[src/rtl/id_hazard_stage_if.sv]
// Decode-stage signal bundle: fetch handshake, decoder info, forwarding network,
// long-op completion and EXE handshake. slave = the decode stage, master = its environment.
interface id_hazard_stage_if #(
    parameter int unsigned DATA_W   = 32,
    parameter int unsigned ADDR_W   = 5,
    parameter int unsigned PAY_W    = 64,
    parameter int unsigned NUM_RP   = 2,
    parameter int unsigned NUM_FWD  = 3,
    parameter int unsigned MAX_LONG = 4
);
    localparam int unsigned CNT_W = $clog2(MAX_LONG + 1);

    logic                        in_valid;
    logic                        in_allowin;
    logic [PAY_W-1:0]            in_payload;
    logic                        flush;
    logic [PAY_W-1:0]            stage_payload;
    logic [NUM_RP*ADDR_W-1:0]    src_addr;
    logic [NUM_RP-1:0]           src_need;
    logic                        dst_we;
    logic [ADDR_W-1:0]           dst_addr;
    logic                        is_long;
    logic [NUM_RP*DATA_W-1:0]    rf_rdata;
    logic [NUM_FWD-1:0]          fwd_we;
    logic [NUM_FWD*ADDR_W-1:0]   fwd_addr;
    logic [NUM_FWD*DATA_W-1:0]   fwd_data;
    logic [NUM_FWD-1:0]          fwd_pending;
    logic                        long_done;
    logic [ADDR_W-1:0]           long_done_addr;
    logic [NUM_RP*DATA_W-1:0]    src_value;
    logic                        out_valid;
    logic                        out_allowin;
    logic                        stall;
    logic [CNT_W-1:0]            long_cnt;

    modport slave (
        input  in_valid, in_payload, flush, src_addr, src_need, dst_we, dst_addr, is_long,
               rf_rdata, fwd_we, fwd_addr, fwd_data, fwd_pending, long_done, long_done_addr,
               out_allowin,
        output in_allowin, stage_payload, src_value, out_valid, stall, long_cnt
    );

    modport master (
        output in_valid, in_payload, flush, src_addr, src_need, dst_we, dst_addr, is_long,
               rf_rdata, fwd_we, fwd_addr, fwd_data, fwd_pending, long_done, long_done_addr,
               out_allowin,
        input  in_allowin, stage_payload, src_value, out_valid, stall, long_cnt
    );
endinterface

[src/rtl/id_hazard_stage.sv]
// Decode-stage latch with N-producer operand forwarding, load-use interlock and a
// register scoreboard that tracks outstanding long-latency (divide) results.
module id_hazard_stage #(
    parameter int unsigned DATA_W   = 32,
    parameter int unsigned ADDR_W   = 5,
    parameter int unsigned PAY_W    = 64,
    parameter int unsigned NUM_RP   = 2,
    parameter int unsigned NUM_FWD  = 3,
    parameter int unsigned MAX_LONG = 4
) (
    input logic              clk,
    input logic              resetn,
    id_hazard_stage_if.slave bus_io
);
    localparam int unsigned CNT_W   = $clog2(MAX_LONG + 1);
    localparam int unsigned NUM_REG = 2 ** ADDR_W;

    logic               valid_q, valid_d;
    logic [PAY_W-1:0]   payload_q, payload_d;
    logic [NUM_REG-1:0] sb_q, sb_d;
    logic [CNT_W-1:0]   cnt_q, cnt_d;

    logic [ADDR_W-1:0]        sa      [NUM_RP];
    logic                     hit     [NUM_RP];
    logic                     pend    [NUM_RP];
    logic [DATA_W-1:0]        val     [NUM_RP];
    logic [NUM_RP-1:0]        port_hold;
    logic [NUM_RP*DATA_W-1:0] src_value;

    logic waw, cnt_full, stall, out_valid, in_allowin, fire, cnt_inc, cnt_dec;

    // Scan producers oldest to youngest so the youngest match is the one left standing.
    always_comb begin
        port_hold = '0;
        src_value = '0;
        for (int p = 0; p < int'(NUM_RP); p++) begin
            sa[p]   = bus_io.src_addr[p*ADDR_W +: ADDR_W];
            hit[p]  = 1'b0;
            pend[p] = 1'b0;
            val[p]  = bus_io.rf_rdata[p*DATA_W +: DATA_W];
            for (int i = int'(NUM_FWD) - 1; i >= 0; i--) begin
                if (bus_io.fwd_we[i] && bus_io.fwd_addr[i*ADDR_W +: ADDR_W] == sa[p]) begin
                    hit[p]  = 1'b1;
                    pend[p] = bus_io.fwd_pending[i];
                    val[p]  = bus_io.fwd_data[i*DATA_W +: DATA_W];
                end
            end
            if (sa[p] == '0) begin
                hit[p]  = 1'b0;
                pend[p] = 1'b0;
                val[p]  = '0;
            end
            src_value[p*DATA_W +: DATA_W] = val[p];
            port_hold[p] = bus_io.src_need[p] & ((hit[p] & pend[p]) | sb_q[sa[p]]);
        end
    end

    always_comb begin
        waw        = bus_io.dst_we & (bus_io.dst_addr != '0) & sb_q[bus_io.dst_addr];
        cnt_full   = bus_io.is_long & (cnt_q == CNT_W'(MAX_LONG));
        stall      = valid_q & ((|port_hold) | waw | cnt_full);
        out_valid  = valid_q & ~stall;
        in_allowin = ~valid_q | (~stall & bus_io.out_allowin);
        fire       = out_valid & bus_io.out_allowin;
    end

    always_comb begin
        valid_d = valid_q;
        if (bus_io.flush) begin
            valid_d = 1'b0;
        end else if (in_allowin) begin
            valid_d = bus_io.in_valid;
        end

        payload_d = payload_q;
        if (bus_io.in_valid && in_allowin && !bus_io.flush) begin
            payload_d = bus_io.in_payload;
        end

        // Clear first, then set, so a coincident set on the same register wins.
        sb_d = sb_q;
        if (bus_io.long_done) begin
            sb_d[bus_io.long_done_addr] = 1'b0;
        end
        if (fire && bus_io.is_long && bus_io.dst_we && bus_io.dst_addr != '0) begin
            sb_d[bus_io.dst_addr] = 1'b1;
        end

        cnt_inc = fire & bus_io.is_long;
        cnt_dec = bus_io.long_done & (cnt_q != '0);
        cnt_d   = cnt_q;
        if (cnt_inc && !cnt_dec) begin
            cnt_d = cnt_q + CNT_W'(1);
        end else if (!cnt_inc && cnt_dec) begin
            cnt_d = cnt_q - CNT_W'(1);
        end
    end

    always_ff @(posedge clk or negedge resetn) begin
        if (!resetn) begin
            valid_q   <= 1'b0;
            payload_q <= '0;
            sb_q      <= '0;
            cnt_q     <= '0;
        end else begin
            valid_q   <= valid_d;
            payload_q <= payload_d;
            sb_q      <= sb_d;
            cnt_q     <= cnt_d;
        end
    end

    assign bus_io.in_allowin    = in_allowin;
    assign bus_io.out_valid     = out_valid;
    assign bus_io.stall         = stall;
    assign bus_io.stage_payload = payload_q;
    assign bus_io.src_value     = src_value;
    assign bus_io.long_cnt      = cnt_q;
endmodule

[src/flat_wrapper.sv]
// flat-port wrapper written by rule: the top's interface ports become plain ports
module id_hazard_stage_flat 
#(
    parameter int unsigned DATA_W   = 32,
    parameter int unsigned ADDR_W   = 5,
    parameter int unsigned PAY_W    = 64,
    parameter int unsigned NUM_RP   = 2,
    parameter int unsigned NUM_FWD  = 3,
    parameter int unsigned MAX_LONG = 4
)
  (clk, resetn, bus_io_in_valid, bus_io_in_payload, bus_io_flush, bus_io_src_addr, bus_io_src_need, bus_io_dst_we, bus_io_dst_addr, bus_io_is_long, bus_io_rf_rdata, bus_io_fwd_we, bus_io_fwd_addr, bus_io_fwd_data, bus_io_fwd_pending, bus_io_long_done, bus_io_long_done_addr, bus_io_out_allowin, bus_io_in_allowin, bus_io_stage_payload, bus_io_src_value, bus_io_out_valid, bus_io_stall, bus_io_long_cnt);
  id_hazard_stage_if #(.DATA_W(DATA_W), .ADDR_W(ADDR_W), .PAY_W(PAY_W), .NUM_RP(NUM_RP), .NUM_FWD(NUM_FWD), .MAX_LONG(MAX_LONG)) bus_io_i ();
  input logic clk;
  input logic resetn;
  input wire logic [$bits(bus_io_i.in_valid)-1:0] bus_io_in_valid;
  input wire logic [$bits(bus_io_i.in_payload)-1:0] bus_io_in_payload;
  input wire logic [$bits(bus_io_i.flush)-1:0] bus_io_flush;
  input wire logic [$bits(bus_io_i.src_addr)-1:0] bus_io_src_addr;
  input wire logic [$bits(bus_io_i.src_need)-1:0] bus_io_src_need;
  input wire logic [$bits(bus_io_i.dst_we)-1:0] bus_io_dst_we;
  input wire logic [$bits(bus_io_i.dst_addr)-1:0] bus_io_dst_addr;
  input wire logic [$bits(bus_io_i.is_long)-1:0] bus_io_is_long;
  input wire logic [$bits(bus_io_i.rf_rdata)-1:0] bus_io_rf_rdata;
  input wire logic [$bits(bus_io_i.fwd_we)-1:0] bus_io_fwd_we;
  input wire logic [$bits(bus_io_i.fwd_addr)-1:0] bus_io_fwd_addr;
  input wire logic [$bits(bus_io_i.fwd_data)-1:0] bus_io_fwd_data;
  input wire logic [$bits(bus_io_i.fwd_pending)-1:0] bus_io_fwd_pending;
  input wire logic [$bits(bus_io_i.long_done)-1:0] bus_io_long_done;
  input wire logic [$bits(bus_io_i.long_done_addr)-1:0] bus_io_long_done_addr;
  input wire logic [$bits(bus_io_i.out_allowin)-1:0] bus_io_out_allowin;
  output wire logic [$bits(bus_io_i.in_allowin)-1:0] bus_io_in_allowin;
  output wire logic [$bits(bus_io_i.stage_payload)-1:0] bus_io_stage_payload;
  output wire logic [$bits(bus_io_i.src_value)-1:0] bus_io_src_value;
  output wire logic [$bits(bus_io_i.out_valid)-1:0] bus_io_out_valid;
  output wire logic [$bits(bus_io_i.stall)-1:0] bus_io_stall;
  output wire logic [$bits(bus_io_i.long_cnt)-1:0] bus_io_long_cnt;
  assign bus_io_i.in_valid = bus_io_in_valid;
  assign bus_io_i.in_payload = bus_io_in_payload;
  assign bus_io_i.flush = bus_io_flush;
  assign bus_io_i.src_addr = bus_io_src_addr;
  assign bus_io_i.src_need = bus_io_src_need;
  assign bus_io_i.dst_we = bus_io_dst_we;
  assign bus_io_i.dst_addr = bus_io_dst_addr;
  assign bus_io_i.is_long = bus_io_is_long;
  assign bus_io_i.rf_rdata = bus_io_rf_rdata;
  assign bus_io_i.fwd_we = bus_io_fwd_we;
  assign bus_io_i.fwd_addr = bus_io_fwd_addr;
  assign bus_io_i.fwd_data = bus_io_fwd_data;
  assign bus_io_i.fwd_pending = bus_io_fwd_pending;
  assign bus_io_i.long_done = bus_io_long_done;
  assign bus_io_i.long_done_addr = bus_io_long_done_addr;
  assign bus_io_i.out_allowin = bus_io_out_allowin;
  assign bus_io_in_allowin = bus_io_i.in_allowin;
  assign bus_io_stage_payload = bus_io_i.stage_payload;
  assign bus_io_src_value = bus_io_i.src_value;
  assign bus_io_out_valid = bus_io_i.out_valid;
  assign bus_io_stall = bus_io_i.stall;
  assign bus_io_long_cnt = bus_io_i.long_cnt;
  id_hazard_stage #(.DATA_W(DATA_W), .ADDR_W(ADDR_W), .PAY_W(PAY_W), .NUM_RP(NUM_RP), .NUM_FWD(NUM_FWD), .MAX_LONG(MAX_LONG)) u_core (.clk(clk), .resetn(resetn), .bus_io(bus_io_i));
endmodule
[config.mk]
export PLATFORM = sky130hd
export DESIGN_NAME = id_hazard_stage_flat
export DESIGN_NICKNAME = d
export VERILOG_FILES = /design/src/rtl/id_hazard_stage_if.sv /design/src/rtl/id_hazard_stage.sv /design/src/flat_wrapper.sv
export SDC_FILE = /design/constraint.sdc
export NUM_CORES = 1
export LEC_CHECK = 0
export ABC_AREA = 1
export CAP_MARGIN = 20
export CORE_AREA = 10 10 151 153
export CTS_BUF_LIST = sky130_fd_sc_hd__clkbuf_4
export DETAILED_ROUTE_END_ITERATION = 6
export DIE_AREA = 0 0 161 163
export DONT_BUFFER_PORTS = 1
export GPL_TIMING_DRIVEN = 0
export PLACE_DENSITY = 0.6
export SYNTH_ARGS = -nofsm -noshare
export SYNTH_HDL_FRONTEND = slang
export SYNTH_SLANG_ARGS = --single-unit
[constraint.sdc]
create_clock -name clk -period 3.1 [get_ports clk]
set_input_delay 0.31 -clock clk [delete_from_list [all_inputs] [get_ports clk]]
set_output_delay 0.31 -clock clk [all_outputs]
set_load 0.005 [all_outputs]
==> results of run 1 <==
path summary, 6_finish.rpt:
kind                                              endpoint
setup / recovery                      bus_io_src_value[56]
max in group asynchronous  u_core.bus_io.stage_payload[37]
hold / removal             u_core.bus_io.stage_payload[46]
setup reg to reg                 u_core.bus_io.long_cnt[1]
min in group asynchronous                  u_core.sb_q[29]
hold reg to reg            u_core.bus_io.stage_payload[31]
final cells by class:
| cell class | instances | area, µm² | share of cell area |
|---|---|---|---|
| antenna | 5 | 12.5 | 0.00131 |
| buffer | 97 | 428 | 0.0448 |
| clock buffer | 9 | 67.6 | 0.00707 |
| clock inverter | 7 | 48.8 | 0.00511 |
| inverter | 183 | 687 | 0.0719 |
| multi-input combinational | 1036 | 4800 | 0.503 |
| sequential | 100 | 2500 | 0.262 |
| tap | 270 | 338 | 0.0354 |
| timing repair buffer | 65 | 668 | 0.0699 |
routing by layer:
layer  GRT usage  vias to the layer above
met4       0.136                        2
met2       0.459                      806
met3       0.109                      120
li1            -                     4773
met5           0                        -
met1       0.377                     4833
repair_timing:
action | CTS | global route
hold buffers | 65 | 0
buffers inserted | 0 | 0
resized for setup | 2 | 6
endpoints found under the setup margin | 1 | 7
endpoints found under the hold margin | 163 | 0
cells in the final DEF, fill, tap and decap left out, types with 2 or more instances in the layout:
cell type and n:
nand2_1 437, nor3_1 13, xor2_1 2, xnor2_1 7
nor2_1 136, nand4_1 99, buf_6 4, nand3_1 61
buf_1 12, dlygate4sd3_1 64, dfrtp_1 100, inv_6 2
nand3_4 2, clkbuf_1 56, a21oi_1 84, diode_2 5
clkbuf_4 9, inv_2 6, inv_1 177, buf_2 22
or2_2 3, clkinv_1 2, a31oi_1 65, clkbuf_2 2
o211ai_1 4, o21ai_0 110, nor2_2 3, nand2_2 2
per-stage QoR:
step           hold WS [ps]  setup slack, ps  setup TNS, ps  area, µm²  cells
2_1_floorplan          14.4              617              0       8390   1416
3_5_place_dp           17.6             -132           -269       8730   1686
5_1_grt                35.0             14.6              0       9550   1771
4_1_cts                2.66             37.2              0       9520   1767
6_report               42.0              147              0       9550   1772
3_3_place_gp           18.0             -124           -276       8730   1686
registers in the layout, indices dropped and copies added, names as in the netlist:
signal	flops
u_core.bus_io.stage_payload	64
u_core.sb_q	32
u_core.bus_io.long_cnt	3
u_core.valid_q	1
power by group through the flow:
stage | Clock (mW) | Combinational, mW | Sequential (mW)
after floorplan | 0 | 0.695 | 1.69
after global placement | 0 | 0.906 | 1.82
after detailed placement | 0 | 0.935 | 1.81
after CTS | 0.658 | 1.03 | 1.79
after global routing | 0.703 | 1.19 | 1.82
final | 0.643 | 1.06 | 1.79
logic make-up (layout without fill, tap and decap cells):
logic type               after synthesis  in the layout  share of synthesized area
AND/OR/NAND/NOR                      757            757                      0.384
buffers and inverters                280            361                      0.133
AO/OA/AOI/OAI                        267            267                      0.171
flip-flops                           100            100                      0.298
XOR/XNOR                               9              9                    0.00940
adder cells (fa/ha/maj)                2              2                    0.00388
multiplexers                           1              1                    0.00134
other                                  0              5                          0
==> flow_summary.json, run 1 <==
{
  "grt_usage": 0.302,
  "tritoncts": "built",
  "tightest_slew_ps": 955,
  "synth_common_cells": "437 x nand2_1, 177 x inv_1, 137 x nor2_1",
  "htreeDepth": 3,
  "globalplace.congestion": 0.954,
  "cp.required_ps": 2790,
  "startpoint": "bus_io_src_addr[7]",
  "routed_wirelength_um": 42400,
  "maxSlewHeadroom": 0.359,
  "synth_edf_count": 0,
  "reg2reg_from": "u_core.sb_q[11]",
  "syn_area_per_cell_um2": 5.93,
  "rsz0062_at_grt": "false",
  "synth_seq_area_share": 0.298,
  "via_count": 10500,
  "ctsLongestPathBuffers": 2,
  "critPathSlowestCell": "clkbuf_1",
  "max_cap_viol_count": 0,
  "p_clk_frac": 0.184,
  "synthTopCellsByArea": "dfrtp_1 30%, nand2_1 20%, inv_1 7.9%",
  "initial_core_util": 0.421,
  "grt_pass1_wl_um": 62600,
  "synth-main-ff-cell": "dfrtp_1",
  "synthCells": 1416,
  "hold_depth": 2,
  "wl_met2_um": 19000,
  "clock_latency_ps": 470,
  "met1_length_um": 15900,
  "maxSlewViolCount": 0,
  "fmax_mhz": 339,
  "crit_family": "buffers and inverters",
  "comb_power_share": 0.304,
  "drc": 0,
  "synth_fp_nets": 1693,
  "power_mw": 3.49,
  "p_sw_mw": 1.42,
  "finalClockSkew_ps": 35.6,
  "grt_overflow": 0,
  "power_switching_share": 0.406,
  "synth_cell_types": 30,
  "r2r_slack_ps": 360,
  "powerDensity_mw_per_mm2": 366,
  "fin_nets": 1769,
  "crit_path_cell_trace": "buf_2 -> inv_2 -> o21ai_0 -> nor2_1 -> nand3_1 -> clkbuf_1 -> clkbuf_1 -> a31oi_1 -> o21ai_0 -> inv_1",
  "internal_power_mw": 2.07,
  "crit_fanout": 10,
  "cts_made_buffers": 9,
  "hold_path.class": "in2reg",
  "fin_util": 0.480,
  "synth_area_mm2": 0.00839,
  "clk_pin_slew_ps": 140,
  "seq_power_share": 0.512,
  "path_depth": 10,
  "portBuffers": 0,
  "drive_gt1_frac": 0.0421,
  "critical_path_arrival_ps": 2640,
  "antenna_found_initial": 6,
  "synth_top_area_frac": 0.298,
  "finalHoldViolations": 0,
  "ff2ff_path_depth": 15,
  "period_needed_ps": 2950,
  "ir_worst_vdd_mv": 0.269,
  "crit_type": "in2out",
  "die_h_um": 163,
  "cp-start-kind": "primary input",
  "ant_nets": 0,
  "finalSetupViolCount": 0,
  "wl_per_cell_um": 23.9,
  "ys_ff_latch": 100,
  "grt_start_max_net_pins": 101,
  "yosysWarnings": 0,
  "die_w_um": 161,
  "io_pins": 409,
  "min_from": "bus_io_in_payload[46]",
  "syn_to_final_growth_pct": 13.9,
  "yosysTopAreaCell": "dfrtp_1",
  "finalCritPeriodShare": 0.952,
  "dp_hpwl_um": 33300,
  "yosysMostFrequentCell": "nand2_1",
  "core_mm2": 0.0199,
  "n_fill_cell": 2104,
  "grt_pass1_vias": 9897,
  "core.rowCount": 52,
  "status": "completed",
  "first_pass_iters": 6,
  "p_leak_nw": 4.92,
  "highest_layer": "met5",
  "endpoint_kind": "output pin",
  "first_iter_violations": 1431,
  "clock-sinks": 100,
  "critPathMaxStageDelay_ps": 580,
  "dr_wl_met3_um": 5730,
  "vias_per_cell": 5.94,
  "cts_root_buf": "clkbuf_4",
  "async_reset_ff_frac": 1.00,
  "critical_path_buf_inv_count": 5,
  "die_area_mm2": 0.0262
}
Power figures use the tool's default switching activity.
==> run 2, diff against run 1 <==
CORE_AREA = 4 4 157 159   (was 10 10 151 153)
CTS_CLUSTER_SIZE = 8   (was unset)
PLACE_DENSITY = 0.53   (was 0.6)
==> flow_summary.json, run 2 (synthesis results as in run 1) <==
{
  "status": "completed",
  "reg2reg_from": "u_core.sb_q[31]",
  "clock-sinks": 100,
  "maxSlewHeadroom": 0.368,
  "crit_fanout": 10,
  "finish.cell_count_without_fillers": 1821,
  "ir_worst_vdd_mv": 0.280,
  "via_count": 10100,
  "antenna_found_initial": 2,
  "dr_wl_met3_um": 4180,
  "core.rowCount": 56,
  "tritoncts": "built",
  "drc": 0,
  "ctsLongestPathBuffers": 2,
  "layout_common_cells": "437 x nand2_1, 176 x inv_1, 136 x nor2_1, 110 x o21ai_0, 100 x dfrtp_1",
  "core_mm2": 0.0233,
  "wl_met2_um": 17200,
  "clk_pin_slew_ps": 230,
  "period_needed_ps": 3010,
  "ant_nets": 0,
  "whs_ps": 87.6,
  "cts_root_buf": "clkbuf_4",
  "min_from": "bus_io_long_done_addr[3]",
  "cts_setup_buffers": 0,
  "grt_pass1_vias": 9537,
  "fin_nets": 1772,
  "routed_wirelength_um": 38300,
  "finalSetupViolCount": 0,
  "clock_latency_ps": 510,
  "ff2ff_path_depth": 15,
  "fmax_mhz": 332,
  "fin_setup_tns_ps": 0,
  "crit_type": "in2out",
  "r2r-end": "u_core.bus_io.long_cnt[1]",
  "endpoint_kind": "output pin",
  "dp_hpwl_um": 29800,
  "finalCritPeriodShare": 0.972,
  "hold_path.class": "in2reg",
  "die_area_mm2": 0.0262,
  "die_h_um": 163,
  "cts_made_buffers": 9,
  "syn_to_final_growth_pct": 15.3,
  "tightest_slew_ps": 941,
  "wl_per_cell_um": 21.0,
  "drive_gt1_frac": 0.0440,
  "die_w_um": 161,
  "powerDensity_mw_per_mm2": 370,
  "htreeDepth": 3,
  "fin_area_mm2": 0.00968,
  "whs_endpoint": "u_core.sb_q[14]",
  "grt_overflow": 0,
  "globalplace.congestion": 0.940,
  "maxSlewViolCount": 0,
  "place_area_mm2": 0.00879,
  "rsz0062_at_grt": "true",
  "grt_pass1_wl_um": 57200,
  "mostFrequentLayoutCell": "nand2_1",
  "hold_depth": 3,
  "first_iter_violations": 1007,
  "cp.required_ps": 2790,
  "grt_start_max_net_pins": 101,
  "grt_usage": 0.275,
  "max_cap_viol_count": 0,
  "initial_core_util": 0.361,
  "vias_per_cell": 5.55,
  "p_leak_nw": 4.95,
  "finalClockSkew_ps": 42.5,
  "r2r_slack_ps": 400,
  "portBuffers": 0,
  "highest_layer": "met4",
  "dpl.cell_count": 1735,
  "cp-start-kind": "primary input",
  "io_pins": 409,
  "finalHoldViolations": 0,
  "met1_length_um": 15600,
  "n_fill_cell": 2577,
  "largest_reg_flops": 64,
  "first_pass_iters": 5,
  "critical_path_arrival_ps": 2700
}
==> run 2: cell count changes in the layout (fill, tap and decap cells not counted) <==
| cell | delta |
|---|---|
| clkinv_1 | -2 |
| clkinv_8 | +2 |
| clkinvlp_4 | -1 |
| inv_1 | -1 |
| inv_2 | +1 |
| clkinv_2 | -1 |
| clkinv_4 | +1 |
| inv_12 | +1 |
| diode_2 | -3 |
| dlygate4sd3_1 | +3 |
==> run 2: worst max-delay path: stages <==
cell and delay (ps):
buf_2 220, xnor2_1 150, nand4_1 130, nor2_1 470, inv_1 240, clkbuf_1 340, nand2_1 140, a31oi_1 70
o21ai_0 490, inv_1 130
==> run 2: stage by stage <==
| stage | power, mW | util | worst slack [ps] |
|---|---|---|---|
| final | 3.58 | 0.416 | 87.3 |
| after global routing | 3.82 | 0.416 | -44.1 |
| after floorplan | 2.39 | - | 617 |
| after CTS | 3.59 | 0.415 | 23.7 |
| after global placement | 2.69 | 0.378 | -42.3 |
| after detailed placement | 2.70 | 0.378 | -20.6 |
==> run 2: report_power, final <==
part           switching (mW)  internal (mW)
registers               0.232           1.52
logic                   0.654          0.380
clock network           0.582          0.203
total                    1.47           2.11
==> run 2: worst max-delay path by stage <==
stage                            start                         to  slack, ps  cells past startpoint
floorplan           bus_io_dst_addr[1]  u_core.bus_io.long_cnt[1]        620                     16
global placement    bus_io_dst_addr[1]  u_core.bus_io.long_cnt[1]        -40                     16
detailed placement  bus_io_dst_addr[1]  u_core.bus_io.long_cnt[1]        -20                     16
CTS                    u_core.sb_q[31]          bus_io_in_allowin         20                     15
global route           u_core.sb_q[23]          bus_io_in_allowin        -40                     15
finish              bus_io_src_addr[2]       bus_io_src_value[22]         90                     10
==> run 2: layer usage <==
layer  vias up  GRT usage
met5         -          0
met4         0     0.0900
met3        79     0.0909
met2       548      0.428
met1      4705      0.363
li1       4773          -
==> run 2: final cells by class <==
cell class / instances / area, µm² / area share
multi-input cells: 1036 / 4800 / 0.496
diodes: 2 / 5.00 / 0.000517
clock buffers: 9 / 67.6 / 0.00698
well taps: 319 / 399 / 0.0413
plain buffers: 97 / 428 / 0.0442
clock inverters: 7 / 86.3 / 0.00892
inverters: 183 / 687 / 0.0710
flip-flops and latches: 100 / 2500 / 0.259
repair buffers: 68 / 698 / 0.0722
==> run 2: timing repair <==
item	4_1_cts	5_1_grt
hold buffers	68	0
resized for setup	2	8
pin swaps	0	0
endpoints found under the hold margin	165	0
cloned	0	0
endpoints found under the setup margin	2	5
